`config.mk`:
```
export PLATFORM = sky130hd
export DESIGN_NAME = pipe_hazard_ctrl
export DESIGN_NICKNAME = d
export VERILOG_FILES = /design/src/rtl/pipe_hazard_ctrl.sv
export SDC_FILE = /design/constraint.sdc
export NUM_CORES = 1
export LEC_CHECK = 0
export ABC_AREA = 1
export BUFFER_PORTS_ARGS = -buffer_cell sky130_fd_sc_hd__buf_2
export CAP_MARGIN = 0
export CORE_MARGIN = 8
export CORE_UTILIZATION = 50
export CTS_CLUSTER_DIAMETER = 40
export DETAILED_ROUTE_END_ITERATION = 10
export GPL_TIMING_DRIVEN = 0
export PLACE_DENSITY_LB_ADDON = 0.25
export SLEW_MARGIN = 25
export SYNTH_ARGS = -nofsm -noshare
export SYNTH_HDL_FRONTEND = slang
export SYNTH_SLANG_ARGS = --single-unit
```
`constraint.sdc`:
```
create_clock -name clk -period 2.55 [get_ports clk]
set_input_delay 0.255 -clock clk [delete_from_list [all_inputs] [get_ports clk]]
set_output_delay 0.255 -clock clk [all_outputs]
set_load 0.05 [all_outputs]
```
`src/rtl/pipe_hazard_ctrl.sv`:
```
// Stall/flush sequencer for the 5-stage pipeline: load-use bubbles, branch flushes,
// data-memory wait freezes with a timeout watchdog, and a saturating stall counter.
module pipe_hazard_ctrl #(
    parameter int REGW       = 5,
    parameter int TMO_CYCLES = 64,
    parameter int CNTW       = 16
) (
    input  logic            clk,
    input  logic            rst_n,
    input  logic [REGW-1:0] id_rs1,
    input  logic [REGW-1:0] id_rs2,
    input  logic            id_uses_rs2,
    input  logic [REGW-1:0] ex_rd,
    input  logic            ex_mem_read,
    input  logic            ex_branch_taken,
    input  logic            mem_req,
    input  logic            mem_ready,
    output logic            pc_load,
    output logic            ifid_load,
    output logic            ifid_flush,
    output logic            idex_load,
    output logic            idex_flush,
    output logic            exmem_load,
    output logic            memwb_flush,
    output logic            mem_err,
    output logic [CNTW-1:0] stall_cnt,
    output logic [1:0]      state
);

    typedef enum logic [1:0] {
        RUN      = 2'd0,
        MEM_WAIT = 2'd1,
        HALT     = 2'd2
    } state_t;

    localparam int TW = $clog2(TMO_CYCLES) + 1;

    state_t          state_q, state_d;
    logic [TW-1:0]   tmo_q, tmo_d;
    logic [CNTW-1:0] cnt_q, cnt_d;
    logic            err_q, err_d;

    logic load_use;
    logic freeze;
    logic halted;
    logic eval_rules;

    assign load_use = ex_mem_read && (ex_rd != '0) &&
                      ((ex_rd == id_rs1) || (id_uses_rs2 && (ex_rd == id_rs2)));

    always_comb begin
        state_d    = state_q;
        tmo_d      = tmo_q;
        err_d      = err_q;
        freeze     = 1'b0;
        halted     = 1'b0;
        eval_rules = 1'b0;

        case (state_q)
            RUN: begin
                if (mem_req && !mem_ready) begin
                    freeze  = 1'b1;
                    state_d = MEM_WAIT;
                    tmo_d   = TW'(1);
                end else begin
                    eval_rules = 1'b1;
                end
            end
            MEM_WAIT: begin
                if (!mem_ready) begin
                    freeze = 1'b1;
                    if (tmo_q == TW'(TMO_CYCLES - 1)) begin
                        state_d = HALT;
                        err_d   = 1'b1;
                    end else begin
                        tmo_d = tmo_q + TW'(1);
                    end
                end else begin
                    eval_rules = 1'b1;
                    state_d    = RUN;
                    tmo_d      = '0;
                end
            end
            HALT:    halted  = 1'b1;
            default: state_d = RUN;
        endcase
    end

    always_comb begin
        pc_load     = 1'b1;
        ifid_load   = 1'b1;
        ifid_flush  = 1'b0;
        idex_load   = 1'b1;
        idex_flush  = 1'b0;
        exmem_load  = 1'b1;
        memwb_flush = 1'b0;

        if (!rst_n) begin
            pc_load     = 1'b0;
            ifid_load   = 1'b0;
            ifid_flush  = 1'b1;
            idex_load   = 1'b0;
            idex_flush  = 1'b1;
            exmem_load  = 1'b0;
            memwb_flush = 1'b1;
        end else if (freeze || halted) begin
            pc_load     = 1'b0;
            ifid_load   = 1'b0;
            idex_load   = 1'b0;
            exmem_load  = 1'b0;
            memwb_flush = freeze;
        end else if (eval_rules) begin
            // Branch outranks load-use: the dependent instruction is being flushed anyway.
            if (ex_branch_taken) begin
                ifid_flush = 1'b1;
                idex_flush = 1'b1;
            end else if (load_use) begin
                pc_load    = 1'b0;
                ifid_load  = 1'b0;
                idex_flush = 1'b1;
            end
        end
    end

    always_comb begin
        cnt_d = cnt_q;
        if (!pc_load && (cnt_q != '1)) begin
            cnt_d = cnt_q + CNTW'(1);
        end
    end

    always_ff @(posedge clk or negedge rst_n) begin
        if (!rst_n) begin
            state_q <= RUN;
            tmo_q   <= '0;
            cnt_q   <= '0;
            err_q   <= 1'b0;
        end else begin
            state_q <= state_d;
            tmo_q   <= tmo_d;
            cnt_q   <= cnt_d;
            err_q   <= err_d;
        end
    end

    assign mem_err   = err_q;
    assign stall_cnt = cnt_q;
    assign state     = state_q;

endmodule

```
**Word level (Yosys, flattened, before mapping)**

Cells that the tools add are included.

- Add/sub/neg operators: 2
- Eq/ne operators: 9
- Multiplexer cells: 33
- Bitwise operators: 2
- Reductions and logical operators: 15

Operators by type and width:

| operator | count |
|---|---|
| 1-bit two-way mux | 23 |
| 7-bit two-way mux | 3 |
| 16-bit by 1-bit adder with 16-bit output, second input constant | 1 |
| 16-bit != test, second input constant | 1 |
| 7-bit one-hot mux with 2 select lines | 1 |
| 5-bit == test | 2 |
| 3-bit AND reduction | 3 |
| 7-bit by 1-bit adder with 7-bit output, second input constant | 1 |
| 7-bit by 6-bit == test with 1-bit output, second input constant | 1 |
| 2-bit two-way mux | 3 |
| 3-bit != test, second input constant | 2 |
| 2-bit one-hot mux with 3 select lines | 1 |
| 1-bit logical AND | 5 |
| 5-bit nonzero test | 1 |
| 1-bit one-hot mux with 2 select lines | 2 |
| 2-bit by 1-bit == test with 1-bit output, second input constant | 1 |
| 2-bit == test, second input constant | 1 |
| 1-bit logical NOT | 2 |
| 2-bit logical NOT | 1 |
| 1-bit logical OR | 2 |
| 2-bit != test, second input constant | 1 |
| 1-bit NOT | 2 |
| 2-bit nonzero test | 1 |

- Bits in registers: 26
- Input bits: 22
- Output and inout port bits: 26
- Word-level logic and storage cells: 65

**Logic depth before layout (Yosys ltp)**

Gate-level depths: netlist (run 1).

- Depth in word-level cells: 11
- Depth in mapped cells: 12
- Mapped depth without buffers: 11

**Worst setup path after synthesis (run 1)**

OpenSTA, ideal clock, no wires.

- Path type: reg2out
- Start: register state_q[0] (netlist: state[0])
- End: output pc_load
- Arrival time: 2.378 ns
- Required time: 2.295 ns
- Slack: -0.083 ns
- Cell stages (with the launch flop): 10
- Path buffers: 2
- Cells stage by stage: dfrtp_1 -> o21ai_1 -> nand2_1 -> o21ai_1 -> nand2_1 -> inv_1 -> nand2_2 -> buf_2 -> inv_1 -> buf_4

- Cells in the longest elaborated chain, start to end: 5
- Elaborated cells between the ends (all ways): 10
- Those cells by class: eq/ne: 2; mux: 6; reduce/logical: 2

RTL lines:

| item | RTL line | text |
|---|---|---|
| start: declaration | 38 | `state_t state_q, state_d;` |
| start signal: assignment | 139 | `state_q <= state_d;` |
| 2-bit by 1-bit == test with 1-bit output (tied with other cells) | 59 | `case (state_q)` |
| 1-bit one-hot mux with 2 select lines / 1-bit two-way mux (equally long branches) | 59 |  |
| 1-bit two-way mux / 1-bit logical OR (equally long branches) | n/a |  |
| 1-bit two-way mux * (2 in series) | n/a |  |
| end: declaration | 18 | `output logic pc_load,` |

Every way passes the cells marked *; elsewhere a longest branch is shown, timed or not.

**Worst setup path in the final report (run 1)**

- Start: register state_q[0] (netlist: state[0])
- End: output pc_load

- Cells in the longest elaborated chain, start to end: 5
- Elaborated cells between the ends (all ways): 10
- Those cells by class: eq/ne: 2; mux: 6; reduce/logical: 2

RTL lines:

| item | RTL line | text |
|---|---|---|
| 2-bit by 1-bit == test with 1-bit output (tied with other cells) | 59 |  |
| 1-bit one-hot mux with 2 select lines / 1-bit two-way mux (equally long branches) | 59 |  |
| 1-bit two-way mux / 1-bit logical OR (equally long branches) | 112, 106 |  |
| 1-bit two-way mux * | 106 | `end else if (freeze \|\| halted) begin` |
| 1-bit two-way mux * | 98 | `if (!rst_n) begin` |

Marks and branches as above.

==> results of run 1 <==
-- critical path, delay by kind of cell (launching register included) --
kind	cells	cell delay, ns
DFF	1	0.42
and+or+nand+nor	3	0.33
AOI/OAI and AO/OA	2	0.25
buffers and inverters	5	0.70
-- stage by stage --
step	util [%]	std cells	area (sq um)	hold WS (ns)
2_1_floorplan	-	257	1760	-0.0406
5_1_grt	63.6	356	2140	0.215
3_3_place_gp	61.0	350	2050	0.312
4_1_cts	63.5	356	2140	0.217
6_report	63.6	356	2140	0.223
3_5_place_dp	61.0	350	2050	0.312
-- repair_timing --
item                                    4_1_cts  5_1_grt
hold buffers                                  2        0
gates resized for setup                       0        1
setup buffers                                 0        0
endpoints found under the setup margin        0        1
endpoints found under the hold margin        26        0
-- worst max-delay path by stage --
stage                         startpoint  endpoint  cells after the start  slack [ns]
floorplan           state[1]$_DFFE_PN0P_   pc_load                      9        0.02
global placement                   rst_n   pc_load                      8        0.40
detailed placement                 rst_n   pc_load                      8        0.39
CTS                 state[0]$_DFFE_PN0P_   pc_load                     10        0.20
global route        state[0]$_DFFE_PN0P_   pc_load                     10        0.03
finish              state[0]$_DFFE_PN0P_   pc_load                     10        0.26
-- layout make-up --
type,count,area [sq um]
fill,325,1220
multi-input combinational,191,938
sequential,26,651
timing repair buffer,49,268
inverter,35,135
tap,46,57.6
buffer,5,36.3
clock inverter,1,30.0
clock buffer,3,22.5
-- synth_stat cells (2+ instances only) --
cell type	number
nand2_1	88
inv_1	35
nand3_1	29
dfrtp_1	26
nor2_1	25
xnor2_1	11
o21ai_0	8
xor2_1	5
nand4_1	4
nor3_1	4
a21oi_1	3
nand2_2	3
o21ai_1	3
buf_2	2
buf_4	2
ha_1	2
-- logic make-up after synthesis --
group | after synthesis | share of synthesized area (%)
simple gates | 158 | 39.5
buf+inv | 40 | 9.54
flops | 26 | 37.0
xor+xnor | 16 | 7.98
compound gates | 15 | 4.56
fa+ha+maj | 2 | 1.42
-- metal layers --
layer | track usage (%) | vias to the layer above
met5 | 0 | -
met4 | 4.48 | 0
met3 | 2.93 | 2
met2 | 24.9 | 34
met1 | 19.0 | 757
li1 | - | 911
-- state kept, by name, summed over array words and instances (netlist names) --
signal,flops
mem_err,1
state,2
tmo_q,7
stall_cnt,16
-- power groups by stage --
stage	clock network, mW	logic [mW]	registers [mW]
2_1_floorplan	0	0.227	0.675
3_3_place_gp	0	0.481	0.538
3_5_place_dp	0	0.489	0.541
4_1_cts	0.289	0.495	0.532
5_1_grt	0.310	0.543	0.545
6_report	0.279	0.491	0.533
==> metrics.txt, run 1 <==
Synth Instances=257; core area=3360 sq um; switching power total=0.537 mW; cell taking the most area after synthesis=dfrtp_1; worst path cell trace=o21ai_1, nand2_1, o21ai_1, nand2_1, clkinvlp_4, nand2_2, buf_2, inv_1, buf_4, clkbuf_4; RR Endpoint=stall_cnt[15]$_DFFE_PN0P_; Synth area leaders=dfrtp_1, nand2_1, nand3_1, inv_1, xnor2_1; top cell type's share of synthesized area=37.0%; Post-route DRC=0; CTS sink cnt=26; leakage=1.20 nW; switching share of power=41.2%; Min Clock Period, post-route=2.29 ns; antenna violations before repair=0; RSZ-0062 raised after global routing=no; Final setup violation count=0; routed vias/inst=4.79; top layer in use=met4; starting density of the core=52.2%; Die Y=75.3 um; Seq/Total Area, Yosys=37.0%; critical path capture point type=primary output; R2R setup slack=0.67 ns; DIE AREA=5670 sq um; Port Buffers=47; Hold Vio Cnt, Final=0; hpwl dp=3.09 mm; clock group share of total power=21.4%; Avg Inst Size Synth=6.84 sq um; status=complete, no violations; DP Worst Slack=0.385 ns; final worst slack=0.265 ns; clock slew at reported path FFs=0.14 ns; CTS tree=built; Slew Viols, Final=0; global-route wire length before repair=6.75 mm; FFs w/ async S/R, synth=100%; Synth-to-Final Area Change=21.7%; number of distinct library cells after synthesis=23; met2 WL=1.89 mm; Logic pwr share=37.6%; worst path arrival time=2.03 ns; global route overflow=0; #FFs+latches synth=26; Hold Crit Endpoint=tmo_q[5]$_DFFE_PN0P_; vias in the first global route=1546; # diodes=0; synth warn=0; EDFF count, synth=0; Rel. slew slack=78.5%; ANT nets after route=0; most frequent cells in the layout=nand2_1, buf_2, inv_1; Final TNS setup=0 ns; Clk Latency, worst-skew pair=0.31 ns; Max Fanout on Critical Path=10; placement row count=21; Total GRT Usage=15.0%; Horiz. Die Dim=75.3 um; Tcrit/Tclk final=89.6%; cells on worst reg2reg path=9; sequential share of power=40.9%; met3 WL post-DR=188 um; critical path class=reg2out; nets@finish=335; Final Total Pwr=1.30 mW; Pre-antenna DRT Iters=5; CTS buffer count=3; peak supply drop=0.000307 V; Highest Clock Rate=438 MHz; post-synthesis net count=281; Worst Path Required=2.30 ns; GP Congestion=0.853; startpoint types=register; # IOs=48; CP max-delay cell=dfrtp_1; layout cells sized above 1=21.0%; Pint=0.766 mW; M1 wire length=1.86 mm; cell area after synthesis=1760 sq um; commonest non-fill, non-tap cell in the layout=nand2_1; pwr/cell area=609 nW/um^2; Root Buffer=clkbuf_4; Main synth FF type=dfrtp_1; Worst Clk Skew=0.00536 ns; Worst Hold Depth=4; worst r2r src=stall_cnt[0]$_DFFE_PN0P_; routed len/inst=11.1 um; Detailed Route WL=3.97 mm; Min-Delay Startpoint=mem_ready; Worst Tran Pin Value=0.321 ns; clk buf depth=2; Hold Crit Class=in2reg; # H-tree levels=1; via count=1704; CP max stage delay=0.42 ns; 1st-iter DRT viols=85; largest net degree at the start of global routing=27; max_cap viols=0
No activity file was read; power rests on OpenSTA's default activity.
==> inputs of run 2 (changes only) <==
--- a/config.mk
+++ b/config.mk
@@ -14,6 +14,7 @@
 export DETAILED_ROUTE_END_ITERATION = 10
 export GPL_TIMING_DRIVEN = 0
 export PLACE_DENSITY_LB_ADDON = 0.25
+export RECOVER_POWER = 25
 export SLEW_MARGIN = 25
 export SYNTH_ARGS = -nofsm -noshare
 export SYNTH_HDL_FRONTEND = slang
==> run 2 against run 1 <==
Compared with the run above: first-iteration DRC count decreased by 2.4%; clock-buffer cell count unchanged; flip-flop and latch count unchanged; final cell count unchanged; largest power group unchanged; non-clock buffer count unchanged; hold slack improved by 0.0046 ns; largest cell class unchanged.
==> metrics.txt, run 2 (synthesis results as in run 1) <==
status=complete, no violations; clock slew at reported path FFs=0.14 ns; antenna violations before repair=0; global route overflow=0; pwr/cell area=612 nW/um^2; Finished Layout Cells=356; RSZ-0062 raised after global routing=no; clock group share of total power=21.4%; multi-input logic area=938 sq um; Logic pwr share=37.5%; Hold Crit Endpoint=tmo_q[5]$_DFFE_PN0P_; Tcrit/Tclk final=90.1%; Synth-to-Final Area Change=20.7%; leakage=1.19 nW; Detailed Route WL=3.93 mm; routed vias/inst=4.78; Worst Path Required=2.30 ns; Port Buffers=47; worst path arrival time=2.04 ns; global-route wire length before repair=6.75 mm; 1st-iter DRT viols=83; Slew Viols, Final=0; routed len/inst=11.0 um; max reg flops=16; via count=1701; Final setup violation count=0; sequential share of power=41.1%; peak supply drop=0.000305 V; starting density of the core=52.2%; Max Fanout on Critical Path=10; Horiz. Die Dim=75.3 um; layout cells sized above 1=20.3%; cells on worst reg2reg path=9; Hold Crit Class=in2reg; Min Clock Period, post-route=2.30 ns; Total GRT Usage=15.0%; GP Congestion=0.853; Die Y=75.3 um; clk buf depth=2; commonest non-fill, non-tap cell in the layout=nand2_1; critical path capture point type=primary output; Clk Latency, worst-skew pair=0.31 ns; core area=3360 sq um; RR Endpoint=stall_cnt[15]$_DFFE_PN0P_; Worst Tran Pin Value=1.33 ns; # IOs=48; startpoint types=input pin; Hold Vio Cnt, Final=0; worst r2r src=stall_cnt[0]$_DFFE_PN0P_; most frequent cells in the layout=nand2_1, buf_2, inv_1; vias in the first global route=1546; Rel. slew slack=11.3%; ANT nets after route=0; fillers=329; switching share of power=41.2%; Worst Hold Depth=4; # diodes=0; CTS sink cnt=26; Pint=0.763 mW; max_cap viols=0; Reg area=651 sq um; DIE AREA=5670 sq um; Root Buffer=clkbuf_4; # H-tree levels=1; CTS buffer count=3; Min-Delay Startpoint=mem_ready; CTS tree=built; R2R setup slack=0.67 ns; Worst Clk Skew=0.00417 ns; critical path class=in2out; switching power total=0.535 mW; hpwl dp=3.09 mm; largest net degree at the start of global routing=27; placement row count=21; Final TNS setup=0 ns; Pre-antenna DRT Iters=4; Highest Clock Rate=435 MHz; nets@finish=335; dpl cells=350; Post-route DRC=0; Setup Buffers After CTS=0
-- run 2: cell types whose count changed in the layout (fill, tap and decap cells not counted) --
cell      before  now
buf_12         1    0
buf_2         48   47
clkbuf_1       0    2
-- run 2: layout make-up --
| cell class | instances | area share [%] |
|---|---|---|
| Tap cell | 46 | 2.71 |
| Sequential cell | 26 | 30.7 |
| Buffer | 5 | 1.71 |
| Clock buffer | 3 | 1.06 |
| Inverter | 35 | 6.37 |
| Multi-Input combinational cell | 191 | 44.2 |
| Clock inverter | 1 | 1.42 |
| Timing Repair Buffer | 49 | 11.8 |
-- run 2: repair_timing --
item,CTS,global route
hold buffers,2,0
setup endpoints to repair,0,1
endpoints found under the hold margin,26,0
resized for setup,0,1
-- run 2: power by group through the flow --
stage | Sequential [mW] | Clock [mW] | Combinational (mW)
after detailed placement | 0.541 | 0 | 0.489
final | 0.533 | 0.278 | 0.487
after global placement | 0.538 | 0 | 0.481
after global routing | 0.545 | 0.310 | 0.539
after floorplan | 0.675 | 0 | 0.227
after CTS | 0.532 | 0.289 | 0.495
-- run 2: metal layers --
| layer | vias to the layer above | part of all wire [%] | GRT usage, % |
|---|---|---|---|
| met5 | - | 0 | 0 |
| met4 | 0 | 0.69 | 4.48 |
| met3 | 2 | 4.5 | 2.93 |
| met2 | 26 | 48 | 24.9 |
| met1 | 759 | 47 | 19.0 |
| li1 | 914 | - | - |
-- run 2: worst max-delay path, stage by stage --
cell           delay, ns
dlygate4sd3_1       0.53
clkbuf_1            0.17
nand2_1             0.14
clkinvlp_4          0.11
nand2_2             0.18
buf_2               0.25
inv_1               0.07
buf_4               0.13
clkbuf_4            0.20
-- run 2: metrics by stage --
step	util, %	instance area (sq um)	setup WS [ns]	hold WS [ns]	total power, mW
after floorplan	-	1760	0.0238	-0.0406	0.902
after global placement	61.0	2050	0.399	0.312	1.02
after detailed placement	61.0	2050	0.385	0.312	1.03
after CTS	63.5	2140	0.204	0.217	1.32
after global routing	63.1	2120	0.0226	0.215	1.39
final	63.1	2120	0.252	0.228	1.30
-- run 2: how the worst max path moves through the flow --
| stage | start | endpoint |
|---|---|---|
| 6_report | rst_n | pc_load |
| 5_1_grt | state[0]$_DFFE_PN0P_ | pc_load |
| 4_1_cts | state[0]$_DFFE_PN0P_ | pc_load |
| 3_5_place_dp | rst_n | pc_load |
| 3_3_place_gp | rst_n | pc_load |
| 2_1_floorplan | state[1]$_DFFE_PN0P_ | pc_load |
